File: config.mk
export PLATFORM = sky130hd
export DESIGN_NAME = rf_wb_arbiter
export DESIGN_NICKNAME = d
export VERILOG_FILES = /design/src/rtl/rf_wb_arbiter.sv
export SDC_FILE = /design/constraint.sdc
export NUM_CORES = 1
export LEC_CHECK = 0
export CAP_MARGIN = 5
export CORE_ASPECT_RATIO = 0.8
export CORE_UTILIZATION = 55
export DETAILED_ROUTE_END_ITERATION = 7
export PLACE_DENSITY = 0.83
export SLEW_MARGIN = 30
export SYNTH_ARGS = -nofsm -noshare
export SYNTH_HDL_FRONTEND = slang
export SYNTH_SLANG_ARGS = --single-unit
export TNS_END_PERCENT = 5
File: constraint.sdc
create_clock -name clk -period 7.1 [get_ports clk]
set_input_delay 0.71 -clock clk [delete_from_list [all_inputs] [get_ports clk]]
set_output_delay 0.71 -clock clk [all_outputs]
set_load 0.02 [all_outputs]
File: src/rtl/rf_wb_arbiter.sv
// rf_wb_arbiter: register-file writeback arbiter with a pending-write scoreboard.
// Two writeback sources share one RF write port, ALU (0) and memory (1).
// A round-robin grant picks one source per cycle, and the accepted write is
// registered onto the RF port one cycle later.
// A busy bit per register tracks writes that have been issued but not yet
// committed. It drives RAW hazard detection for the instruction in decode
// and WAW detection for the instruction issuing.

module rf_wb_arbiter #(
    parameter int addr_width_p = 6
) (
    input  logic                      clk,
    input  logic                      n_reset,

    // issue side: destination claim
    input  logic                      issue_v_i,
    input  logic [addr_width_p-1:0]   issue_addr_i,

    // decode side: source operands
    input  logic [addr_width_p-1:0]   rs_addr_i,
    input  logic [addr_width_p-1:0]   rd_addr_i,
    output logic                      hazard_o,
    output logic                      issue_busy_o,

    // writeback requesters: index 0 = ALU, index 1 = memory
    input  logic [1:0]                req_v_i,
    input  logic [2*addr_width_p-1:0] req_addr_i,
    input  logic [63:0]               req_data_i,
    output logic [1:0]                grant_o,

    // register-file write port (registered)
    output logic                      wen_o,
    output logic [addr_width_p-1:0]   write_addr_o,
    output logic [31:0]               write_data_o
);

    localparam int NREG = 1 << addr_width_p;

    // Index of the most recently granted requester. It resets to 1 so that
    // the ALU wins the first tie.
    logic                    r_last_grant;
    logic [NREG-1:0]         r_busy;

    logic [1:0]              w_grant;
    logic [addr_width_p-1:0] w_sel_addr;
    logic [31:0]             w_sel_data;
    logic [NREG-1:0]         w_set_mask;
    logic [NREG-1:0]         w_clr_mask;
    logic [NREG-1:0]         w_busy_next;

    // Round-robin grant: a lone request wins outright, and a tie goes to the
    // requester that was not granted last. Reset masks everything.
    always_comb begin
        w_grant = 2'b00;
        if (n_reset) begin
            case (req_v_i)
                2'b01:   w_grant = 2'b01;
                2'b10:   w_grant = 2'b10;
                2'b11:   w_grant = r_last_grant ? 2'b01 : 2'b10;
                default: w_grant = 2'b00;
            endcase
        end
    end

    assign grant_o = w_grant;

    // Select the granted requester's address and data for the write port.
    always_comb begin
        if (w_grant[1]) begin
            w_sel_addr = req_addr_i[2*addr_width_p-1:addr_width_p];
            w_sel_data = req_data_i[63:32];
        end else begin
            w_sel_addr = req_addr_i[addr_width_p-1:0];
            w_sel_data = req_data_i[31:0];
        end
    end

    // Remember who was granted. Idle cycles leave the history untouched.
    always_ff @(posedge clk) begin
        if (!n_reset) begin
            r_last_grant <= 1'b1;
        end else if (w_grant[0]) begin
            r_last_grant <= 1'b0;
        end else if (w_grant[1]) begin
            r_last_grant <= 1'b1;
        end
    end

    // Register the accepted write onto the RF port. Address and data hold
    // through idle cycles, and reset drops any write still in flight.
    always_ff @(posedge clk) begin
        if (!n_reset) begin
            wen_o        <= 1'b0;
            write_addr_o <= '0;
            write_data_o <= '0;
        end else begin
            wen_o <= |w_grant;
            if (|w_grant) begin
                write_addr_o <= w_sel_addr;
                write_data_o <= w_sel_data;
            end
        end
    end

    // Scoreboard update. The commit cycle clears its bit, but it is OR-ed
    // with the issue set so that a same-address set wins the collision.
    // The clear comes from the registered port, which keeps the bit visible
    // to decode for the whole commit cycle.
    always_comb begin
        w_set_mask  = issue_v_i ? (NREG'(1) << issue_addr_i) : '0;
        w_clr_mask  = wen_o     ? (NREG'(1) << write_addr_o) : '0;
        w_busy_next = (r_busy & ~w_clr_mask) | w_set_mask;
    end

    // Busy-bit state: all registers become free on reset.
    always_ff @(posedge clk) begin
        if (!n_reset) begin
            r_busy <= '0;
        end else begin
            r_busy <= w_busy_next;
        end
    end

    assign hazard_o     = r_busy[rs_addr_i] | r_busy[rd_addr_i];
    assign issue_busy_o = r_busy[issue_addr_i];

endmodule

==> out/metrics.yaml, run 1 <==
initial_core_util: 0.576
hp-class: "flip-flop to flip-flop"
leakagePower_nw: 2.73
synth_seq_area_share: 0.347
rows: 33
crit_slowest_cell: "clkdlybuf4s50_1"
grt_max_degree: 106
yosysWarnings: 0
worst_slew_pin_slew_ps: 955
slew_headroom: 0.361
cpLargestDelayFamily: "buffers and inverters"
wl_met2_um: 8720
crit_buf_inv: 2
syn-cell-area_um2: 5990
num_vias: 6115
drive_gt1_frac: 0.0889
dieArea_um2: 11300
cts_setup_buffers: 0
fmax_mhz: 224
start_kind: "input pin"
htreeDepth: 3
cts.root.buffer_cell: "clkbuf_16"
worstSkewPairLatency_ps: 350
track_usage: 0.367
syn_inst: 679
via_per_inst: 6.60
clockBufferDepth: 2
endpoint_kind: "output port"
rrSetupSlack_ps: 5460
grt_first_pass_wirelength_um: 31200
period_minus_slack_ps: 4470
syn2layout_area_growth_pct: 28.2
r2r_cells: 4
ctsResizeCount: 0
layout_common_cells: "139 x clkdlybuf4s50_1, 124 x nand2_1, 104 x dfxtp_1, 95 x o21ai_0, 50 x a21boi_0"
syn_nets: 778
slowest_delay_ps: 1100
grt_pass1_vias: 5748
rr_startpoint: "write_addr_o[1]"
hold_depth: 2
synth_ff_type: "dfxtp_1"
tns_ps: 0
r2r_end: "r_busy[26]"
die_h_um: 95.4
wirelength_um: 20200
cts_tree: "done"
path_clk_slew_ps: 70
antenna_left: 0
dpl.hpwl_um: 14700
coreArea_um2: 10400
worstSetupPathType: "input pin to output port"
holdBufCountCts: 0
synth_edf_count: 0
crit_chain: "clkdlybuf4s50_1, mux4_2, mux4_2, nand2b_1, nand3_1, o211ai_1, clkdlybuf4s50_1"
wl_met1_um: 7760
rsz0062_at_grt: "false"
die_w_um: 119
drc: 0
worstPathMaxFanout: 16
status: "finished, final reports clean"
layout.nets: 881
cp.required_ps: 6390
io_pins: 142
crit_arrival_ps: 3760
grt_antenna_before_repair: 0
diodes: 0
yosysUniqueCellTypes: 37
port_buffers: 141
wl_met3_um: 3150
firstDrtPassIters: 8
fin_ws_ps: 2630
grt_overflow_total: 0
synth-seq-cells: 104
slew_viol_final: 0
synth-async-reset-ratio: 0
drv_cap: 0
drtIter0Drc: 887
cts_made_buffers: 9
final_common_cell: "clkdlybuf4s50_1"
hp-start: "r_last_grant"
finClkSkew_ps: 7.65
fin_crit_sh: 0.629
worst_hold_path.endpoint: "r_last_grant"
peakVddDrop_uv: 125
dp_slack_ps: 2570
finalSetupViolations: 0
routedWlPerCell_um: 21.8
gp_congestion: 0.994
clock_sinks: 104
top_layer: "met4"
power_density_nw_per_um2: 184
avgSynthCellArea_um2: 8.83
hold_viol: 0
## worst register-to-register path, delay by kind of cell, from the launching register on
family,cells,cell delay [ps]
compound gates,2,380
flops,1,510
simple gates,2,630
## power by group
part	internal [mW]	total (mW)	switching (mW)
logic	0.136	0.279	0.143
registers	0.610	0.635	0.0247
clock network	0.264	0.497	0.234
## layer usage
metal | vias to the layer above | track usage
met5 | - | 0
met4 | 0 | 0.128
met3 | 68 | 0.146
met2 | 465 | 0.549
met1 | 2880 | 0.483
li1 | 2702 | -
## kinds of logic (layout without fill, tap and decap cells)
kind of cell	after synthesis	in the layout	share of synthesized area
DFF	104	104	0.347
AOI/OAI and AO/OA	225	225	0.222
and+or+nand+nor	234	234	0.183
muxes	57	57	0.206
buffers and inverters	59	167	0.0413
## worst max-delay path by stage
| stage | start | end | slack [ps] | cells after the start |
|---|---|---|---|---|
| floorplan | issue_addr_i[1] | issue_busy_o | 3680 | 7 |
| global placement | rd_addr_i[0] | hazard_o | 2630 | 7 |
| detailed placement | rd_addr_i[0] | hazard_o | 2570 | 7 |
| CTS | rd_addr_i[0] | hazard_o | 2550 | 7 |
| global route | rs_addr_i[1] | hazard_o | 2460 | 7 |
| finish | rs_addr_i[1] | hazard_o | 2630 | 7 |
## cell usage after synthesis (all sizes together), types with 2 or more instances
cell type	count	area, um2
nand2	124	465
dfxtp	104	2080
o21ai	104	521
a21boi	64	480
mux4	50	1160
clkbuf	46	173
a21oi	40	200
and3	40	250
nand3	17	85.1
nor2	16	60.1
nor2b	11	68.8
buf	9	60.1
nand2b	9	56.3
a22oi	7	52.6
nor3	7	35.0
a311oi	4	35.0
inv	4	15.0
mux2i	4	40.0
mux2	3	33.8
nand3b	2	15.0
nor3b	2	15.0
nor4	2	12.5
o211ai	2	15.0
## stage by stage
stage / util / instance area (um2) / instances / power [mW] / hold WS (ps)
2_1_floorplan: - / 5990 / 679 / 0.782 / 467
3_3_place_gp: 0.710 / 7390 / 911 / 0.914 / 491
3_5_place_dp: 0.710 / 7390 / 911 / 0.923 / 512
4_1_cts: 0.739 / 7690 / 927 / 1.41 / 528
5_1_grt: 0.739 / 7680 / 927 / 1.46 / 555
6_report: 0.739 / 7680 / 927 / 1.41 / 522
## final cells by class
class,instances,area (um2)
fillers,794,2720
multi-input cells,516,3670
repair buffers,147,1450
clock buffers,11,253
well taps,140,175
flip-flops and latches,104,2080
clock inverters,5,45.0
inverters,4,15.0
## state kept, by name, indices dropped and copies added, names as in the netlist
| signal | cells |
|---|---|
| r_last_grant | 1 |
| write_addr_o | 6 |
| write_data_o | 32 |
| wen_o | 1 |
| r_busy | 64 |
Note: power is estimated with default switching activity, not from simulation.
==> inputs of run 2 (changes only) <==
CORE_UTILIZATION = 46   (was 55)
PLACE_DENSITY = 0.74   (was 0.83)
clock period = 4.1 ns   (was 7.1 ns; I/O delays follow)
==> run 2 against run 1 <==
Sequential share of layout area shrank 0.35 points. Final cell count rose by 4.1%. Wire length up 1.9%. Global-route usage down 5.6 points. Highest routed layer unchanged. Critical endpoint is now issue_busy_o. First-iteration DRC count fell by 22%. Largest power group unchanged.
==> out/metrics.yaml, run 2 (same netlist as run 1, synthesis figures left out) <==
rrSetupSlack_ps: 2440  # was 5460 ps
endpoint_kind: "output port"  # unchanged
max_flop_register: "r_busy"  # unchanged
slowest_delay_ps: 820  # was 1100 ps
gp_congestion: 0.948  # was 0.994
largest_reg_flops: 64  # unchanged
p_switching_uw: 725  # was 401 uW
layout.nets: 888  # was 881
cp.required_ps: 3690  # was 6390 ps
port_buffers: 141  # unchanged
path_clk_slew_ps: 70  # about the same
finClkSkew_ps: 15.0  # was 7.65 ps
slew_headroom: 0.383  # was 0.361
wl_met1_um: 8040  # was 7760 um
dpl.hpwl_um: 15100  # was 14,700 um
wl_met3_um: 2620  # was 3150 um
grt_first_pass_wirelength_um: 31900  # was 31,200 um
clockBufferDepth: 2  # unchanged
p_seq_frac: 0.445  # was 0.450
grt_max_degree: 84  # was 106
drv_cap: 0  # unchanged
dieArea_um2: 13500  # was 11,300 um2
finalSetupViolations: 0  # unchanged
clock_sinks: 104  # unchanged
cts_tree: "done"  # unchanged
path_common_cell: "clkdlybuf4s50_1"
period_minus_slack_ps: 3900
crit_chain: "clkdlybuf4s50_1, buf_4, mux4_1, mux4_2, a22oi_1, nand3_1, clkdlybuf4s50_1"  # was clkdlybuf4s50_1, mux4_2, mux4_2, nand2b_1, nand3_1, o211ai_1, clkdlybuf4s50_1
grt_pass1_vias: 5981  # was 5,748
io_pins: 142  # unchanged
layout_common_cells: "140 x clkdlybuf4s50_1, 124 x nand2_1, 104 x dfxtp_1, 95 x o21ai_0, 50 x a21boi_0"  # was 139 x clkdlybuf4s50_1, 124 x nand2_1, 104 x dfxtp_1, 95 x o21ai_0, 50 x a21boi_0
wirelength_um: 20600  # was 20,200 um
grt_antenna_before_repair: 0  # unchanged
initial_core_util: 0.482  # was 0.576
syn2layout_area_growth_pct: 29.9  # was 28.2%
worstPathMaxFanout: 16  # unchanged
drc: 0  # unchanged
worst_slew_pin_slew_ps: 919  # was 955 ps
slew_viol_final: 0  # unchanged
cts_setup_buffers: 0  # unchanged
worstSkewPairLatency_ps: 360  # was 350 ps
final_area_um2: 7790  # was 7680 um2
fin_crit_sh: 0.952
power.share.combinational: 0.200  # was 0.198
clkPwrFrac: 0.355  # was 0.353
top_regs: "r_busy x64, write_data_o x32, write_addr_o x6"  # unchanged
start_kind: "input pin"  # unchanged
peakVddDrop_uv: 207  # was 125 uV
leakagePower_nw: 2.76  # was 2.73 nW
die_w_um: 130  # was 119 um
hold_viol: 0  # unchanged
num_vias: 6088  # was 6,115
dpl_cell_area_um2: 7480  # was 7390 um2
rsz0062_at_grt: "false"  # unchanged
fmax_mhz: 256
rows: 36  # was 33
r2r_cells: 4  # unchanged
top_layer: "met4"  # unchanged
diodes: 0  # unchanged
rr_startpoint: "write_addr_o[1]"  # unchanged
die_h_um: 104  # was 95.4 um
final_common_cell: "clkdlybuf4s50_1"  # unchanged
p_int_mw: 1.74  # was 1.01 mW
grt_overflow_total: 0  # unchanged
drive_gt1_frac: 0.0945  # was 0.0889
worst_hold_path.endpoint: "r_last_grant"  # unchanged
routedWlPerCell_um: 21.3  # was 21.8 um
wl_met2_um: 9180  # was 8720 um
via_per_inst: 6.31  # was 6.60
drtIter0Drc: 688  # was 887
track_usage: 0.311  # was 0.367
crit_slowest_cell: "clkdlybuf4s50_1"  # unchanged
holdBufCountCts: 0  # unchanged
worstSetupPathType: "input pin to output port"  # unchanged
startpoint: "issue_addr_i[0]"  # was rs_addr_i[1]
crit_arrival_ps: 3490  # was 3760 ps
hold_depth: 2  # unchanged
ctsResizeCount: 0  # unchanged
cts_made_buffers: 9  # unchanged
htreeDepth: 3  # unchanged
tns_ps: 0  # unchanged
r2r_end: "r_busy[42]"  # was r_busy[26]
antenna_left: 0  # unchanged
coreArea_um2: 12400  # was 10,400 um2
firstDrtPassIters: 5  # was 8
hp-class: "input pin to flip-flop"  # was flip-flop to flip-flop
hp-start: "n_reset"  # was r_last_grant
status: "finished, final reports clean"  # unchanged
cts.root.buffer_cell: "clkbuf_16"  # unchanged
power_density_nw_per_um2: 317  # was 184 nW/um2
switching_share: 0.294  # was 0.284
## run 2: worst max-delay path: cells and delay by family
kind | cells | cell delay, ps
muxes | 2 | 1110
AOI/OAI and AO/OA | 1 | 160
buffers and inverters | 3 | 1710
and+or+nand+nor | 1 | 100
## run 2: per-stage QoR
stage	worst slack (ps)	util	hold WS (ps)	total power, mW	instances
2_1_floorplan	1280	-	467	1.35	679
3_3_place_gp	272	0.602	492	1.60	949
3_5_place_dp	213	0.602	501	1.61	949
4_1_cts	209	0.626	407	2.47	965
5_1_grt	126	0.626	427	2.55	965
6_report	195	0.626	406	2.46	965
## run 2: routing by layer
layer	track usage	vias to the layer above
met5	0	-
met1	0.413	2924
met2	0.461	396
met4	0.125	0
li1	-	2711
met3	0.103	57
## run 2: power by group through the flow
stage	logic, mW	registers (mW)	clock network [mW]
finish	0.493	1.10	0.874
global route	0.525	1.10	0.924
CTS	0.490	1.10	0.880
detailed placement	0.487	1.12	0
global placement	0.480	1.12	0
floorplan	0.200	1.15	0
## run 2: how the worst max path moves through the flow
stage / end / slack (ps)
after floorplan: issue_busy_o / 1280
after global placement: issue_busy_o / 270
after detailed placement: issue_busy_o / 210
after CTS: issue_busy_o / 210
after global routing: issue_busy_o / 130
final: issue_busy_o / 200
## run 2: area by class of cell
type | instances | area [um2]
clock inverters | 6 | 60.1
flip-flops and latches | 104 | 2080
multi-input cells | 516 | 3670
inverters | 4 | 15.0
fillers | 1064 | 4650
clock buffers | 10 | 239
well taps | 171 | 214
repair buffers | 154 | 1500
==> inputs of run 3 (changes only) <==
CELL_PAD_IN_SITES_DETAIL_PLACEMENT = 1   (was not set)
CELL_PAD_IN_SITES_GLOBAL_PLACEMENT = 1   (was not set)
CORE_UTILIZATION = 34   (was 46)
PLACE_DENSITY = 0.73   (was 0.74)
==> run 3 against run 2 <==
Register-to-register slack got worse by 120 ps. Via count fell by 1.1%. Worst setup slack improved by 99 ps. Highest routed layer unchanged. Sequential power barely moved. Die area rose by 35%. Sequential share of layout area fell by 0.29 points. Clock power rose by 6.4%. Final area rose by 1.1%. Combinational power rose by 2%. Final cell count rose by 5.6%.
==> out/metrics.yaml, run 3 (same netlist as run 1, synthesis figures left out) <==
cts_tree: "done"  # unchanged
gp_congestion: 0.920  # was 0.948
hp-class: "flip-flop to flip-flop"  # was input pin to flip-flop
via_per_inst: 5.91  # was 6.31
peakVddDrop_uv: 192  # was 207 uV
hold_viol: 0  # unchanged
num_vias: 6022  # was 6,088
track_usage: 0.269  # was 0.311
grt_pass1_vias: 6357  # was 5,981
dp_slack_ps: 317  # was 213 ps
cts_made_buffers: 9  # unchanged
endpoint_kind: "output port"  # unchanged
status: "finished, final reports clean"  # unchanged
cp.required_ps: 3690  # about the same
worstSkewPairLatency_ps: 360  # about the same
total_power_mw: 2.53  # was 2.46 mW
drc: 0  # unchanged
leakagePower_nw: 2.77  # was 2.76 nW
finalSetupViolations: 0  # unchanged
firstDrtPassIters: 5  # unchanged
max_flop_register: "r_busy"  # unchanged
diodes: 0  # unchanged
rsz0062_at_grt: "false"  # unchanged
largest_reg_flops: 64  # unchanged
crit_arrival_ps: 3400  # was 3490 ps
rows: 43  # was 36
worst_slew_pin_slew_ps: 848  # was 919 ps
htreeDepth: 3  # unchanged
clock_sinks: 104  # unchanged
drtIter0Drc: 446  # was 688
power_density_nw_per_um2: 322  # was 317 nW/um2
initial_core_util: 0.347  # was 0.482
fmax_mhz: 263  # was 256 MHz
top_regs: "r_busy x64, write_data_o x32, write_addr_o x6"  # unchanged
io_pins: 142  # unchanged
grt_first_pass_wirelength_um: 36700  # was 31,900 um
grt_antenna_before_repair: 1  # was 0
grt_overflow_total: 0  # unchanged
tns_ps: 0  # unchanged
die_h_um: 121  # was 104 um
period_minus_slack_ps: 3810  # was 3900 ps
start_kind: "input pin"  # unchanged
antenna_left: 0  # unchanged
dpl.hpwl_um: 17100  # was 15,100 um
final_common_cell: "clkdlybuf4s50_1"  # unchanged
layout_common_cells: "140 x clkdlybuf4s50_1, 124 x nand2_1, 104 x dfxtp_1, 95 x o21ai_0, 50 x a21boi_0"  # unchanged
fin_ws_ps: 295  # was 195 ps
cts.root.buffer_cell: "clkbuf_16"  # unchanged
path_clk_slew_ps: 70  # about the same
slew_viol_final: 0  # unchanged
fin_crit_sh: 0.928  # was 0.952
slew_headroom: 0.435  # was 0.383
dieArea_um2: 18200  # was 13,500 um2
worstPathMaxFanout: 15  # was 16
holdBufCountCts: 0  # unchanged
drv_cap: 0  # unchanged
coreArea_um2: 17300  # was 12,400 um2
syn2layout_area_growth_pct: 31.3  # was 29.9%
finClkSkew_ps: 8.65  # was 15.0 ps
layout.nets: 888  # unchanged
port_buffers: 141  # unchanged
grt_max_degree: 78  # was 84
clockBufferDepth: 2  # unchanged
ctsResizeCount: 0  # unchanged
wirelength_um: 23200  # was 20,600 um
routedWlPerCell_um: 22.8  # was 21.3 um
cts_setup_buffers: 0  # unchanged
drive_gt1_frac: 0.0932  # was 0.0945
die_w_um: 150  # was 130 um
worstSetupPathType: "input pin to output port"  # unchanged
==> run 3: cell type report <==
class	instances	area [um2]
clock inverter	6	72.6
sequential	104	2080
fill	1955	9400
multi-input combinational	516	3670
clock buffer	10	239
inverter	4	15.0
timing repair buffer	154	1520
tap	225	282
==> run 3: per-layer routing <==
layer	part of all wire	track usage	routed length (um)	vias up
met5	0	0	0	-
met4	0.027	0.102	618	0
met3	0.097	0.0811	2250	43
met2	0.46	0.413	10700	302
met1	0.42	0.353	9680	2971
li1	-	-	-	2706
==> run 3: metrics by stage <==
step | area (um2) | cells | hold WS, ps | util
CTS | 7870 | 1019 | 516 | 0.456
floorplan | 5990 | 679 | 467 | -
global placement | 7560 | 1003 | 497 | 0.438
global route | 7870 | 1019 | 554 | 0.456
finish | 7870 | 1019 | 517 | 0.456
detailed placement | 7560 | 1003 | 503 | 0.438
==> run 3: power by group <==
part	total (mW)	switching [mW]	internal, mW
Clock	0.930	0.431	0.499
Sequential	1.10	0.0433	1.06
Combinational	0.503	0.261	0.242
==> run 3: final timing paths <==
check,from,end,slack (ps),cells past startpoint
hold reg to reg,r_busy[20],r_busy[20],520,2
setup reg to reg,wen_o,r_busy[24],2320,4
setup / recovery,issue_addr_i[1],issue_busy_o,290,7
hold / removal,r_busy[20],r_busy[20],520,2
==> run 3: critical path, stage by stage <==
cell	delay (ps)
clkdlybuf4s50_1	890
mux4_2	420
mux4_2	480
mux2_2	270
a22oi_1	250
nand3_1	120
clkdlybuf4s50_1	550
